File: src/rtl/fft_pkg.sv
// Shared definitions for the FFT frame sequencer: frame length, FSM state
// encoding, index/counter widths, bit-reversal and sample-width helpers.
// No ports; imported by fft_frame_buf and fft_seq_ctrl.
package fft_pkg;

  localparam int FRAME_LEN = 8;
  localparam int IDX_W     = 3;
  localparam int LAT_W     = 4;

  typedef enum logic [1:0] {
    LOAD  = 2'd0,
    ISSUE = 2'd1,
    WAIT  = 2'd2,
    DRAIN = 2'd3
  } state_t;

  // 3-bit bit reversal: 0,1,2,3,4,5,6,7 -> 0,4,2,6,1,5,3,7
  function automatic logic [IDX_W-1:0] bitrev3(input logic [IDX_W-1:0] i);
    return {i[0], i[1], i[2]};
  endfunction

  // Sample width for a given N: W = 2**N
  function automatic int width(input int n);
    return 2 ** n;
  endfunction

endpackage

File: src/rtl/fft_frame_buf.sv
// Eight-slot sample register buffer with single-slot write or whole-frame load.
// Latency: writes visible on the flat read port the cycle after the write edge.
// Backpressure: none; the caller decides when to write.
// Ports: clk, rst (sync, active-high, clears all slots); wr_en/wr_idx/wr_data
// write one slot; ld_en/ld_frame load all slots (ld_en has priority);
// rd_frame presents slot k at bits [k*W +: W].
module fft_frame_buf
  import fft_pkg::*;
#(
  parameter int W = 16
) (
  input  logic                   clk,
  input  logic                   rst,
  input  logic                   wr_en,
  input  logic [IDX_W-1:0]       wr_idx,
  input  logic [W-1:0]           wr_data,
  input  logic                   ld_en,
  input  logic [FRAME_LEN*W-1:0] ld_frame,
  output logic [FRAME_LEN*W-1:0] rd_frame
);

  logic [W-1:0] mem [FRAME_LEN];

  always_ff @(posedge clk) begin
    if (rst) begin
      for (int i = 0; i < FRAME_LEN; i++) mem[i] <= '0;
    end else if (ld_en) begin
      for (int i = 0; i < FRAME_LEN; i++) mem[i] <= ld_frame[i*W +: W];
    end else if (wr_en) begin
      mem[wr_idx] <= wr_data;
    end
  end

  for (genvar g = 0; g < FRAME_LEN; g++) begin : g_rd
    assign rd_frame[g*W +: W] = mem[g];
  end

endmodule

File: src/rtl/fft_seq_ctrl.sv
// Sequencer that collects 8 samples, issues them as one frame to an FFT
// datapath, captures the result LAT cycles later and streams it out in order.
// Backpressure: s_ready only in LOAD; output holds while m_ready is low.
// Ports: clk, rst (sync, active-high); s_valid/s_ready/s_data input stream;
// dp_start/dp_in frame issue, dp_res result frame; m_valid/m_ready/m_data/
// m_last output stream (m_last on slot 7); busy high outside LOAD.
// Build option: FFT_SEQ_CTRL_BITREV_EN stores input sample n in slot bitrev3(n).
module fft_seq_ctrl
  import fft_pkg::*;
#(
  parameter int N   = 4,
  parameter int LAT = 3,               // legal 1..15
  localparam int W  = width(N)
) (
  input  logic                   clk,
  input  logic                   rst,
  input  logic                   s_valid,
  output logic                   s_ready,
  input  logic [W-1:0]           s_data,
  output logic                   dp_start,
  output logic [FRAME_LEN*W-1:0] dp_in,
  input  logic [FRAME_LEN*W-1:0] dp_res,
  output logic                   m_valid,
  input  logic                   m_ready,
  output logic [W-1:0]           m_data,
  output logic                   m_last,
  output logic                   busy
);

  localparam logic [LAT_W-1:0] LAT_LAST = LAT_W'(LAT - 1);

  state_t             state, state_nxt;
  logic [IDX_W-1:0]   idx, idx_nxt;
  logic [LAT_W-1:0]   lat, lat_nxt;
  logic               load_st, issue_st, drain_st;
  logic               in_we, cap;
  logic [IDX_W-1:0]   wr_idx;
  logic [FRAME_LEN*W-1:0] in_frame, res_frame;

  always_ff @(posedge clk) begin
    if (rst) begin
      state <= LOAD;
      idx   <= '0;
      lat   <= '0;
    end else begin
      state <= state_nxt;
      idx   <= idx_nxt;
      lat   <= lat_nxt;
    end
  end

  always_comb begin
    state_nxt = state;
    idx_nxt   = idx;
    lat_nxt   = lat;
    load_st   = 1'b0;
    issue_st  = 1'b0;
    drain_st  = 1'b0;
    cap       = 1'b0;
    case (state)
      LOAD: begin
        load_st = 1'b1;
        if (s_valid) begin
          // idx wraps 7->0, so it is already cleared for DRAIN's reuse
          idx_nxt = idx + 3'd1;
          if (idx == 3'd7) state_nxt = ISSUE;
        end
      end
      ISSUE: begin
        issue_st  = 1'b1;
        lat_nxt   = '0;
        state_nxt = WAIT;
      end
      WAIT: begin
        // lat reads k-1 on the k-th cycle after dp_start, so the capture
        // lands exactly LAT cycles after the strobe
        lat_nxt = lat + 4'd1;
        if (lat == LAT_LAST) begin
          cap       = 1'b1;
          state_nxt = DRAIN;
        end
      end
      DRAIN: begin
        drain_st = 1'b1;
        if (m_ready) begin
          idx_nxt = idx + 3'd1;
          if (idx == 3'd7) state_nxt = LOAD;
        end
      end
      default: state_nxt = LOAD;
    endcase
  end

  assign in_we = load_st & s_valid & ~rst;

`ifdef FFT_SEQ_CTRL_BITREV_EN
  assign wr_idx = bitrev3(idx);
`else
  assign wr_idx = idx;
`endif

  fft_frame_buf #(.W(W)) u_in_buf (
    .clk      (clk),
    .rst      (rst),
    .wr_en    (in_we),
    .wr_idx   (wr_idx),
    .wr_data  (s_data),
    .ld_en    (1'b0),
    .ld_frame ('0),
    .rd_frame (in_frame)
  );

  fft_frame_buf #(.W(W)) u_res_buf (
    .clk      (clk),
    .rst      (rst),
    .wr_en    (1'b0),
    .wr_idx   ('0),
    .wr_data  ('0),
    .ld_en    (cap & ~rst),
    .ld_frame (dp_res),
    .rd_frame (res_frame)
  );

  // Outputs are forced to idle while rst is high, including the first reset
  // cycle before the state register has been cleared.
  always_comb begin
    s_ready  = load_st & ~rst;
    dp_start = issue_st & ~rst;
    m_valid  = drain_st & ~rst;
    m_last   = drain_st & ~rst & (idx == 3'd7);
    busy     = ~load_st & ~rst;
    dp_in    = rst ? '0 : in_frame;
    m_data   = rst ? '0 : res_frame[idx*W +: W];
  end

endmodule

File: config.mk
export PLATFORM = sky130hd
export DESIGN_NAME = fft_seq_ctrl
export DESIGN_NICKNAME = d
export VERILOG_FILES = /design/src/rtl/fft_pkg.sv /design/src/rtl/fft_frame_buf.sv /design/src/rtl/fft_seq_ctrl.sv
export SDC_FILE = /design/constraint.sdc
export NUM_CORES = 1
export LEC_CHECK = 0
export CORE_MARGIN = 5
export CORE_UTILIZATION = 45
export DETAILED_ROUTE_END_ITERATION = 10
export PLACE_DENSITY = 0.74
export SYNTH_ARGS = -nofsm -noshare
export SYNTH_HDL_FRONTEND = slang
export SYNTH_SLANG_ARGS = --single-unit
File: constraint.sdc
create_clock -name clk -period 7.9 [get_ports clk]
set_clock_uncertainty 0.15 [all_clocks]
set_input_delay 1.58 -clock clk [delete_from_list [all_inputs] [get_ports clk]]
set_output_delay 1.58 -clock clk [all_outputs]
set_load 0.1 [all_outputs]
==> results.md, run 1 <==
- The number of post-CTS setup repair buffers is 0.
- Along the worst path, the maximum fanout reaches approximately 100.
- The power share of the combinational group is 17.6%.
- No sink is reached through more buffers than the 3 on the longest clock path.
- The sequential group share of total power is approximately half.
- The total overflow left after global routing is 0.
- The slowest cell on the critical path is sky130_fd_sc_hd__clkdlybuf4s50_1.
- The number of global-route vias before repair was 8031.
- For flop-to-flop paths, the worst setup slack is 4680 ps.
- The root buffer cell chosen for the clock tree is sky130_fd_sc_hd__clkbuf_16.
- The share of the clock period used by the worst path after layout is around three quarters.
- The initial antenna violation count is 4.
- At the end of routability-driven placement, the weighted congestion stood at 0.821.
- The global-route wire length before repair is 47.1 mm.
- For this run, the top clock speed supported by timing is around 170 MHz.
- sky130_fd_sc_hd__edfxtp_1 takes more of the synthesized area than any other cell.
- The final hold violation count is 0.
- The synthesized netlist contains 39 unique library cells.
- STA classifies the critical path startpoint as an input pin.
- The tool flagged a number of max-cap violations equal to 0.
- The area taken by flip-flops and latches is slightly below 0.008 mm^2.
- In this run the biggest area consumer among cell types represents 63.6% of the synthesized area.
- The first detailed-routing pass ran for 5 iterations.
- Buffers placed on the I/O ports in this run total approximately 300.
- The overall routed net length is around 31 mm.
- 297 I/O pins were placed.
- The post-synthesis area per instance is 12.9 um^2.
- After detailed placement, the design holds a cell count of 1519.
- Counting flops with a built-in enable in the synthesized netlist gives 256.
- The count of cells along the worst hold path is 2.
- Walking the worst path, the cells encountered are buf_6, buf_4, nor2b_1, clkdlybuf4s50_1.
- Multiplexer cells account for 1.49% of the synthesized area.
- After synthesis, flip-flops and latches occupy 65.1% of the total area.
- The worst path needs ~6000 ps of the cycle, external delays included.
- Entering global routing, the biggest net connects 102 pins.
- Adding up every negative setup slack in the final design gives 0 ps.
- Sorting the synthesized cells by area gives the leading types as sky130_fd_sc_hd__edfxtp_1 (64%), sky130_fd_sc_hd__and2_1 (12%), sky130_fd_sc_hd__nor2b_1 (8.6%).
- The die outline width is 174 um.
- The finished layout holds 1568 standard cells, fillers aside.
- Counting every instance in the synthesized netlist gives between 900 and 1000.
- For this configuration, the core starts out at a cell density of 45.2%.
- Setup violations remaining at the end of the flow were counted as 0.
- The clock buffer count from CTS is 27.
- Counting instances in the post-synthesis netlist gives the leading cell types as sky130_fd_sc_hd__edfxtp_1 (256), sky130_fd_sc_hd__and2_1 (226), sky130_fd_sc_hd__nor2b_1 (167).
- In the final design database the tool counted 1365 nets.
- The HPWL after detailed placement is 22.2 mm.
- The design draws 3340 uW.
- The per-cell via count in the routed design is roughly 5.1.
- The height of the die is between 150 and 200 um.
- The net load switching power is approximately 950 uW.
- By area, the combinational part of the netlist is dominated by simple AND/OR/NAND/NOR gates.
- The clock-pin slew on the worst setup and hold paths is ~60 ps.
- Summing all multi-input logic gate instances after layout gives 0.00386 mm^2.
- CTS built an H-tree with a depth of 1.
- The area growth from synthesis to layout is 32.6%.
- Post-CTS repair changed the size of 0 cells.
- The number of nets in the synthesized netlist is between 1000 and 1500.
- The cts-stage hold buffer count is 0.
- During synthesis, Yosys emitted a total of 0 warnings.
- The post-route netlist has 4.89% of its cells at a drive strength greater than 1.
- Across the VDD grid, the largest voltage drop is 0.134 mV.
- In the routed design, unresolved DRC markers number 0.
- Across all hold checks on the routed design, the worst slack comes to 342 ps.
- The worst setup path category is input pin to primary output.
- The slew at the pin closest to its max-slew limit is 1040 ps.
- The synthesized netlist devotes 1.04% of its cell area to adder and majority cells.
- The kind of path behind the tightest hold check is flip-flop to flip-flop.
- After synthesis, the share of flip-flops with an asynchronous set or reset is 0%.
- The clock drives 265 sinks.
- The mapped netlist covers approximately 0.012 mm^2.
- The max-slew violation count is 0.
- The worst setup path is captured at a primary output.
- The relative slew slack is 30.8%.
- In the post-synthesis netlist, the cell with the most instances is sky130_fd_sc_hd__edfxtp_1.
- Of the total power, the clock network draws 33.9%.
- The xor/xnor cell area share of the yosys netlist is less than 1%.
- Summing over every cut layer, the via total after detailed routing is 8011.
- The leakage power is roughly 0.0058 uW.
- The average wire per cell in the routed design is 19.8 um.
- The total number of placement rows is 60.
- The data arrival time of the worst path is 4280 ps.
- The placeable core region is 0.0267 mm^2.
- Of the total power, the share spent switching nets is 28.3%.
- The number of DRC markers in iteration 0 is 718.
- TritonCTS built the clock tree.
- The internal power of the cells totals 2400 uW.
- Global routing used 19.9% of the available tracks.
- The flow ran to the end, and the final reports show no timing, DRC or antenna violations.
- The clock latency on the worst-skew pair is 520 ps.
- Summing the areas of all compound-gate instances in the mapped netlist gives 5.80% of the synthesized area.
- Setup repair after global routing left no endpoint under its margin.
- The largest single stage delay on the critical path is 1020 ps.
- Among all flip-flop cells after synthesis, the most frequent one is sky130_fd_sc_hd__edfxtp_1.
- The die covers 0.0302 mm^2.
- Cells fill 59.9% of the core in the end.
- Counting cells, the worst reg-to-reg path comes to 6.
- The layout has 2142 filler cells.
- Summing the areas of all and, or, nand and nor instances in the mapped netlist gives 23.4% of the synthesized area.
- The number of nets still failing antenna checks after routing is 0.
- Dividing total power by cell area gives a power density of 209 mW/mm^2.
- STA puts the critical path data required time at 6170 ps.
- Synthesis inferred about 270 register bits.
==> final cells by class <==
cell class	count	share of cell area [%]
multi-input cells	590	24.1
diodes	1	0.0156
repair buffers	302	18.8
clock inverters	18	0.562
flip-flops and latches	265	49.1
inverters	21	0.492
well taps	341	2.66
clock buffers	30	4.29
==> routing by layer <==
metal  vias to the layer above  part of all wire [%]  global-route usage [%]
li1                       3801                     -                       -
met1                      3766                    41                    26.6
met2                       384                    47                    32.2
met3                        54                   9.6                    5.76
met4                         6                   2.2                    5.05
met5                         -                  0.15                       0
==> cell families after synthesis <==
group,Yosys count
compound gates,98
xor+xnor,1
fa+ha+maj,10
buf+inv,82
flops,265
mux,18
simple gates,463
==> sequential cells by signal, indices dropped and copies added (netlist names) <==
name	count
idx	3
state	2
u_res_buf.mem	128
lat	4
u_in_buf.mem	128
==> through the flow <==
step,area [um^2],setup WS [ps]
after global routing,16000,1710
after CTS,16000,1880
final,16000,1890
after floorplan,12100,1800
after global placement,15200,1900
after detailed placement,15200,1870
==> critical path, delay by kind of cell <==
kind | cells | cell delay, ps
buf+inv | 3 | 2420
simple gates | 1 | 150
==> placed cells by master (no fill, tap or decap), types with 2 or more instances in the layout <==
cell type,instances
sky130_fd_sc_hd__clkinv_1,10
sky130_fd_sc_hd__edfxtp_1,256
sky130_fd_sc_hd__a21oi_1,16
sky130_fd_sc_hd__nor3_1,2
sky130_fd_sc_hd__nand2b_1,6
sky130_fd_sc_hd__nor2_1,22
sky130_fd_sc_hd__and2_1,226
sky130_fd_sc_hd__o22ai_1,7
sky130_fd_sc_hd__mux2i_1,18
sky130_fd_sc_hd__a22oi_1,21
sky130_fd_sc_hd__clkbuf_16,27
sky130_fd_sc_hd__o32ai_1,5
sky130_fd_sc_hd__nand3b_1,2
sky130_fd_sc_hd__clkinvlp_4,2
sky130_fd_sc_hd__clkinv_2,4
sky130_fd_sc_hd__nand3_1,12
sky130_fd_sc_hd__clkdlybuf4s50_1,295
sky130_fd_sc_hd__nand2_1,6
sky130_fd_sc_hd__dfxtp_1,8
sky130_fd_sc_hd__inv_1,21
sky130_fd_sc_hd__clkbuf_1,3
sky130_fd_sc_hd__a222oi_1,10
sky130_fd_sc_hd__o31ai_1,10
sky130_fd_sc_hd__o22a_1,10
sky130_fd_sc_hd__o21ai_0,12
sky130_fd_sc_hd__buf_4,6
sky130_fd_sc_hd__ha_1,10
sky130_fd_sc_hd__or2_2,11
sky130_fd_sc_hd__a31oi_1,4
sky130_fd_sc_hd__nor2b_1,167
sky130_fd_sc_hd__and3_1,2
==> power by group through the flow <==
| stage | logic [uW] | clock network [uW] | registers, uW |
|---|---|---|---|
| floorplan | 393 | 0 | 1640 |
| global placement | 587 | 0 | 1650 |
| detailed placement | 591 | 0 | 1650 |
| CTS | 592 | 1150 | 1620 |
| global route | 614 | 1220 | 1630 |
| finish | 588 | 1130 | 1620 |
==> worst paths after layout <==
check,start,end
min reg2reg,lat[3]$_SDFFE_PP0P_,lat[3]$_SDFFE_PP0P_
max,rst,dp_in[31]
min,lat[3]$_SDFFE_PP0P_,lat[3]$_SDFFE_PP0P_
max reg2reg,state[0]$_SDFFE_PP0P_,u_res_buf.mem[0][6]$_SDFFCE_PN0P_
Power figures use the tool's default switching activity.
==> run 2, diff against run 1 <==
Clock period 7.9 ns to 5.8 ns, I/O delays scaled along.
==> run 2 against run 1 <==
Net effect:
- combinational power grew 36%
- sequential power grew 36%
- die area is the same
- via count shrank 0.17%
- sequential cell count is the same
- clock power grew 51%
- largest power group unchanged
==> results.md, run 2 (synthesized netlist as in run 1, its figures left out) <==
- The worst setup path category is flip-flop to primary output.
- The slew at the pin closest to its max-slew limit was 1060 ps (+20.8 ps).
- The global-route wire length before repair was 47.3 mm (+0.38%).
- The clock sink total was 265 (unchanged).
- The share of the clock period used by the worst path after layout is 82.3%.
- The count of instances resized after the clock tree is built is 0 (unchanged).
- The height of the die came to 174 um (unchanged).
- The CTS tree is yes.
- The worst reg-to-reg setup slack came to 2770 ps (-1910 ps).
- Compared with the post-synthesis result, the final layout area differs by 33.2%.
- The worst ir drop on vdd came to 0.185 mV (+38%).
- The data arrival time of the worst path is 3460 ps (-820 ps).
- The net load switching power was 1280 uW (+35%).
- The net count of the finished layout was 1368 (+0.22%).
- The reg-to-reg critical path startpoint is state[0]$_SDFFE_PP0P_.
- The antenna diode count is 0 (-1).
- The internal portion of total power is 3440 uW (+43%).
- The initial antenna violation count is 3 (-1).
- The total number of placement rows is 60 (unchanged).
- The total of buffers placed on input and output ports is 296 (unchanged).
- The placeable core region is 0.0267 mm^2 (unchanged).
- The most common library cell in the layout ignoring fill and taps is sky130_fd_sc_hd__clkdlybuf4s50_1.
- The number of DRC markers in iteration 0 came to 714 (-0.56%).
- The end point of the most critical hold path is lat[3]$_SDFFE_PP0P_.
- The largest registers in the layout are u_in_buf.mem (128), u_res_buf.mem (128), lat (4).
- STA classifies the critical path endpoint as a primary output.
- The number of cells on the worst reg-to-reg path is 6 (unchanged).
- The switching share of power is 27.2% (-1.2 points).
- The via count of the routed design was 7997 (-0.17%).
- The number of top-level pins is 297 (unchanged).
- The overall routed net length was 31.3 mm (+0.88%).
- The all-layer global routing usage was 20.0% (+0.13 points).
- The kind of path behind the tightest hold check is flip-flop to flip-flop.
- The count of cells along the worst hold path came to 2 (unchanged).
- The data required time at the worst endpoint was 4490 ps (-1680 ps).
- The clock share of power is 36.2% (+2.3 points).
- The final hold violation count is 0 (unchanged).
- The average wire per cell in the routed design is 20.0 um (+0.95%).
- In this run the critical register-to-register path is captured at u_in_buf.mem[7][14]$_SDFFCE_PN0P_.
- The number of post-CTS setup repair buffers is 0 (unchanged).
- The starting density of the core is 45.2% (unchanged).
- The count of final setup violators is 0 (unchanged).
- The largest buffer count on any clock path was 3 (unchanged).
- The max-cap check violation count was 0 (unchanged).
- The die outline width is 174 um (unchanged).
- STA classifies the critical path startpoint as a flip-flop.
- The leakage power is 0.00587 uW (+1.6%).
- Timing would allow up to 210 MHz.
- The worst min-delay path startpoint is lat[3]$_SDFFE_PP0P_.
- The number of global-route vias before repair is 8109 (+0.97%).
- The number of detailed-route iterations in the first pass is 7 (+2).
- The HPWL after detailed placement is 22.0 mm (-1.1%).
- Leaving out fill and tap cells, the most frequent cells in the layout are sky130_fd_sc_hd__clkdlybuf4s50_1 (278), sky130_fd_sc_hd__edfxtp_1 (256), sky130_fd_sc_hd__and2_1 (226), sky130_fd_sc_hd__nor2b_1 (167), sky130_fd_sc_hd__clkbuf_16 (27).
- The cts-stage hold buffer count is 0 (unchanged).
- The run finished with clean final reports.
- The power share of the combinational group is 16.9% (-0.7 points).
- The per-cell via count in the routed design is 5.10 (-0.11%).
- The relative slew slack is 29.4% (-1.4 points).
- The setup slack of the critical path after layout is 1030 ps (-861 ps).
- The sequential group share of total power came to 46.9% (-1.6 points).
- The DRC violation count after routing is 0 (unchanged).
- The clock buffer count from CTS was 27 (unchanged).
- The overall die area is 0.0302 mm^2 (unchanged).
- The weighted congestion at the end of routability-driven global placement is 0.814 (-0.80%).
- The final critical path time including I/O delays and setup is 4770 ps.
- In this run the clock root is driven by a sky130_fd_sc_hd__clkbuf_16.
- Setup repair after global routing left no endpoint under its margin.
- The max-slew violation count was 0 (unchanged).
- The number of nets still failing antenna checks after routing is 0 (unchanged).
- The clock-pin slew on the worst setup and hold paths is 60 ps (about the same).
- The sum of overflow across all layers after global routing is 0 (unchanged).
- The power per unit of standard cell area is 293 mW/mm^2 (+40%).
- The pin count of the biggest net entering global routing is 128 (+25%).
- The H-tree level count is 1 (unchanged).
- The share of cells above drive strength 1 came to 6.61% (+1.7 points).
- The clock latency on the worst-skew pair is 520 ps (about the same).
- The sum of negative setup slack is 0 ps (unchanged).
- The largest driver fanout on the critical path came to 25 (-75%).
- The worst setup slack after placement is 1100 ps (-776 ps).
## run 2: cell types whose count changed in the layout (fill, tap and decap cells not counted), sizes merged
cell           delta
clkbuf            +2
clkinv            -6
inv               -1
bufinv            +4
clkinvlp          -2
diode             -1
clkdlybuf4s50    -17
buf              +20
## run 2: critical path, stage by stage (launching register included)
cell,delay [ps]
sky130_fd_sc_hd__dfxtp_2,650
sky130_fd_sc_hd__and2_1,680
sky130_fd_sc_hd__nand3_1,170
sky130_fd_sc_hd__a31oi_1,200
sky130_fd_sc_hd__clkdlybuf4s50_1,1220
## run 2: cell type report
type | instances | area [um^2]
multi-input combinational | 590 | 3860
clock buffer | 32 | 694
clock inverter | 13 | 164
tap | 341 | 427
fill | 2084 | 10600
timing repair buffer | 305 | 3000
sequential | 265 | 7870
inverter | 21 | 78.8
## run 2: how the worst max path moves through the flow
| stage | start | endpoint | slack, ps | cells past startpoint |
|---|---|---|---|---|
| finish | idx[0]$_SDFFE_PP0P_ | m_data[3] | 1030 | 4 |
| global route | idx[0]$_SDFFE_PP0P_ | m_data[3] | 840 | 4 |
| CTS | idx[0]$_SDFFE_PP0P_ | m_data[3] | 980 | 4 |
| detailed placement | rst | dp_in[121] | 1100 | 4 |
| global placement | rst | dp_in[107] | 1160 | 4 |
| floorplan | rst | u_res_buf.mem[0][0]$_SDFFCE_PN0P_ | 260 | 4 |
## run 2: power groups by stage
stage | clock [uW] | combinational (uW) | sequential [uW]
after global placement | 0 | 797 | 2250
after floorplan | 0 | 535 | 2240
after detailed placement | 0 | 802 | 2250
final | 1710 | 799 | 2210
after CTS | 1740 | 803 | 2210
after global routing | 1820 | 831 | 2220
## run 2: metrics by stage
step	area (um^2)	utilization, %	std cells	power, uW	hold slack [ps]
after floorplan	12100	-	937	2770	290
after global placement	15200	57.0	1522	3050	306
final	16100	60.2	1567	4720	336
after detailed placement	15200	57.0	1522	3050	328
after global routing	16100	60.2	1567	4870	355
after CTS	16100	60.2	1567	4750	340
## run 2: layer usage
metal	vias to the layer above	GRT usage (%)	part of all wire (%)
met5	-	0	0.057
met1	3737	26.3	41
met4	4	6.00	2.7
met2	403	32.4	46
met3	56	5.89	10
li1	3797	-	-
==> run 3, diff against run 2 <==
Clock period 5.8 ns to 4.4 ns, I/O delays scaled along.
==> run 3 against run 2 <==
Net effect:
- core utilization is 1.0 points lower
- clock-buffer cell count is 4 higher
- clock power is 18% higher
- first-iteration DRC count is 16% higher
- wire length is 1.6% lower
- sequential power is 32% higher
- sequential share of layout area is 0.84 points higher
- combinational power is 33% higher
- setup slack worse by 450 ps
- final area is 1.7% lower
- sequential cell count stayed put
- die area stayed put
- critical path type unchanged
- critical endpoint is now m_data[15]
==> results.md, run 3 (synthesized netlist as in run 1, its figures left out) <==
- The overall routed net length is 30.8 mm (-1.6%).
- Leaving out fill and tap cells, the most frequent cells in the layout are sky130_fd_sc_hd__edfxtp_1 (256), sky130_fd_sc_hd__and2_1 (226), sky130_fd_sc_hd__nor2b_1 (166), sky130_fd_sc_hd__buf_4 (154), sky130_fd_sc_hd__clkdlybuf4s50_1 (146).
- The fill cell instance count of the final layout was 2157 (+3.5%).
- The internal portion of total power is 4310 uW (+25%).
- The largest driver fanout on the critical path was 23 (-8.0%).
- The pin count of the biggest net entering global routing is 134 (+4.7%).
- The share of cells above drive strength 1 is 17.4% (+11 points).
- The worst hold slack across all endpoints is 332 ps (-4.38 ps).
- The clock buffer count from CTS came to 26 (-3.7%).
- The placeable core region is 0.0267 mm^2 (unchanged).
- The critical path startpoint category is a flip-flop.
- The HPWL after detailed placement is 21.9 mm (-0.37%).
- The DRC violation count after routing was 0 (unchanged).
- The type of element capturing the critical path is a primary output.
- The data required time at the worst endpoint is 3370 ps (-1120 ps).
- Relative to the synthesized area, the layout overhead comes to 30.9%.
- The initial antenna violation count is 0 (-3).
- Setup repair after global routing left no endpoint under its margin.
- The cts-stage hold buffer count is 0 (unchanged).
- The max-cap check violation count is 0 (unchanged).
- The starting density of the core was 45.2% (unchanged).
- The net count of the finished layout is 1373 (+0.37%).
- The sequential group share of total power was 48.7% (+1.8 points).
- The setup slack of the critical path after layout was 581 ps (-448 ps).
- The cell area after layout is 0.0158 mm^2 (-1.7%).
- The number of top-level pins was 297 (unchanged).
- The die outline width is 174 um (unchanged).
- The buffer type at the clock tree root is sky130_fd_sc_hd__clkbuf_16.
- The via count of the routed design is 8031 (+0.43%).
- The antenna diode count is 0 (unchanged).
- The count of final setup violators is 0 (unchanged).
- The final critical path time including I/O delays and setup is about 3800 ps.
- The net load switching power is 1680 uW (+31%).
- The area used by multi-input combinational logic is 0.00386 mm^2 (+0.19%).
- The fmax is roughly 260 MHz.
- The total number of placement rows is 60 (unchanged).
- The weighted congestion at the end of routability-driven global placement is 0.786 (-3.5%).
- The final hold violation count was 0 (unchanged).
- The relative slew slack is 37.4% (+8.1 points).
- The power share of the combinational group is 17.8% (+0.9 points).
- The clock-pin slew on the worst setup and hold paths is 60 ps (about the same).
- The min-delay analysis places its worst path in the category flip-flop to flip-flop.
- The power per unit of standard cell area is 378 mW/mm^2 (+29%).
- In the final layout, the registers with the most flip-flops are u_in_buf.mem (128), u_res_buf.mem (128), lat (4).
- The area taken by flip-flops and latches is 0.00787 mm^2 (unchanged).
- The global-route wire length before repair is 47.1 mm (-0.44%).
- The post-detailed-placement cell area is 0.0151 mm^2 (-1.1%).
- The number of detailed-route iterations in the first pass is 5 (-2).
- The number of DRC markers in iteration 0 is 828 (+16%).
- The switching share of power is 28.1% (+0.91 points).
- The CTS tree is yes.
- The number of cells on the worst reg-to-reg path came to 6 (unchanged).
- The number of global-route vias before repair was 8026 (-1.0%).
- The slew at the pin closest to its max-slew limit came to 939 ps (-118 ps).
- The total of buffers placed on input and output ports came to 296 (unchanged).
- The H-tree level count is 1 (unchanged).
- In the finished design, the share of the clock period the worst path needs comes to approximately 87%.
- The sum of overflow across all layers after global routing is 0 (unchanged).
- The total power after layout is 5990 uW (+27%).
- The per-cell via count in the routed design is 5.10 (about the same).
- The worst setup slack after placement is 956 ps (-141 ps).
- The max-slew violation count is 0 (unchanged).
- The leakage power is 0.00610 uW (+3.9%).
- The most common library cell in the layout ignoring fill and taps is sky130_fd_sc_hd__edfxtp_1.
- The average wire per cell in the routed design is 19.6 um (-2.0%).
- The largest buffer count on any clock path is 3 (unchanged).
- The clock latency on the worst-skew pair is 510 ps (about the same).
- The height of the die was 174 um (unchanged).
- By startpoint and endpoint, the worst setup path is classified as flip-flop to primary output.
- The data arrival time of the worst path is 2790 ps (-670 ps).
- The count of instances resized after the clock tree is built was 0 (unchanged).
- The count of cells along the worst hold path is 2 (unchanged).
- The number of post-CTS setup repair buffers is 0 (unchanged).
- The clock share of power is 33.6% (-2.6 points).
- The clock sink total is 265 (unchanged).
- The overall die area is 0.0302 mm^2 (unchanged).
- The worst ir drop on vdd is 0.238 mV (+29%).
- The all-layer global routing usage came to 19.7% (-0.33 points).
- The flow ran to the end, and the final reports show no timing, DRC or antenna violations.
- The number of nets still failing antenna checks after routing is 0 (unchanged).
run 3: final timing paths:
kind	from	to	slack, ps
worst max register to register	state[0]$_SDFFE_PP0P_	u_res_buf.mem[0][52]$_SDFFCE_PN0P_	1710
worst min-delay path	lat[3]$_SDFFE_PP0P_	lat[3]$_SDFFE_PP0P_	330
worst min register to register	lat[3]$_SDFFE_PP0P_	lat[3]$_SDFFE_PP0P_	330
worst max-delay path	idx[1]$_SDFFE_PP0P_	m_data[15]	580
run 3: per-stage QoR:
step,utilization (%),setup TNS [ps],cells
3_3_place_gp,56.4,0,1528
5_1_grt,59.2,0,1574
3_5_place_dp,56.4,0,1528
6_report,59.2,0,1574
2_1_floorplan,-,-2700,937
4_1_cts,59.2,0,1574
run 3: metal layers:
layer / routed length (um) / GRT usage [%] / up-vias
met5: 0 / 0 / -
met4: 636 / 4.78 / 0
met3: 2890 / 5.50 / 41
met2: 14000 / 31.1 / 371
met1: 13300 / 27.2 / 3807
li1: - / - / 3812
run 3: worst max-delay path, cell delays in order, from the launching register on:
cell and delay, ps:
sky130_fd_sc_hd__dfxtp_1 410, sky130_fd_sc_hd__buf_4 320, sky130_fd_sc_hd__nor2b_1 710, sky130_fd_sc_hd__a22oi_1 140, sky130_fd_sc_hd__o22a_1 240, sky130_fd_sc_hd__o31ai_1 90
sky130_fd_sc_hd__buf_4 350
run 3: area by class of cell:
class | count | share of cell area [%]
well taps | 341 | 2.70
repair buffers | 311 | 17.9
clock inverters | 10 | 0.277
flip-flops and latches | 265 | 49.7
clock buffers | 36 | 4.48
multi-input cells | 590 | 24.4
inverters | 21 | 0.498
run 3: power groups by stage:
stage | clock network, uW | registers [uW] | logic [uW]
floorplan | 0 | 2950 | 706
detailed placement | 0 | 2970 | 1070
global placement | 0 | 2960 | 1060
CTS | 2040 | 2910 | 1070
global route | 2150 | 2920 | 1110
finish | 2010 | 2910 | 1060
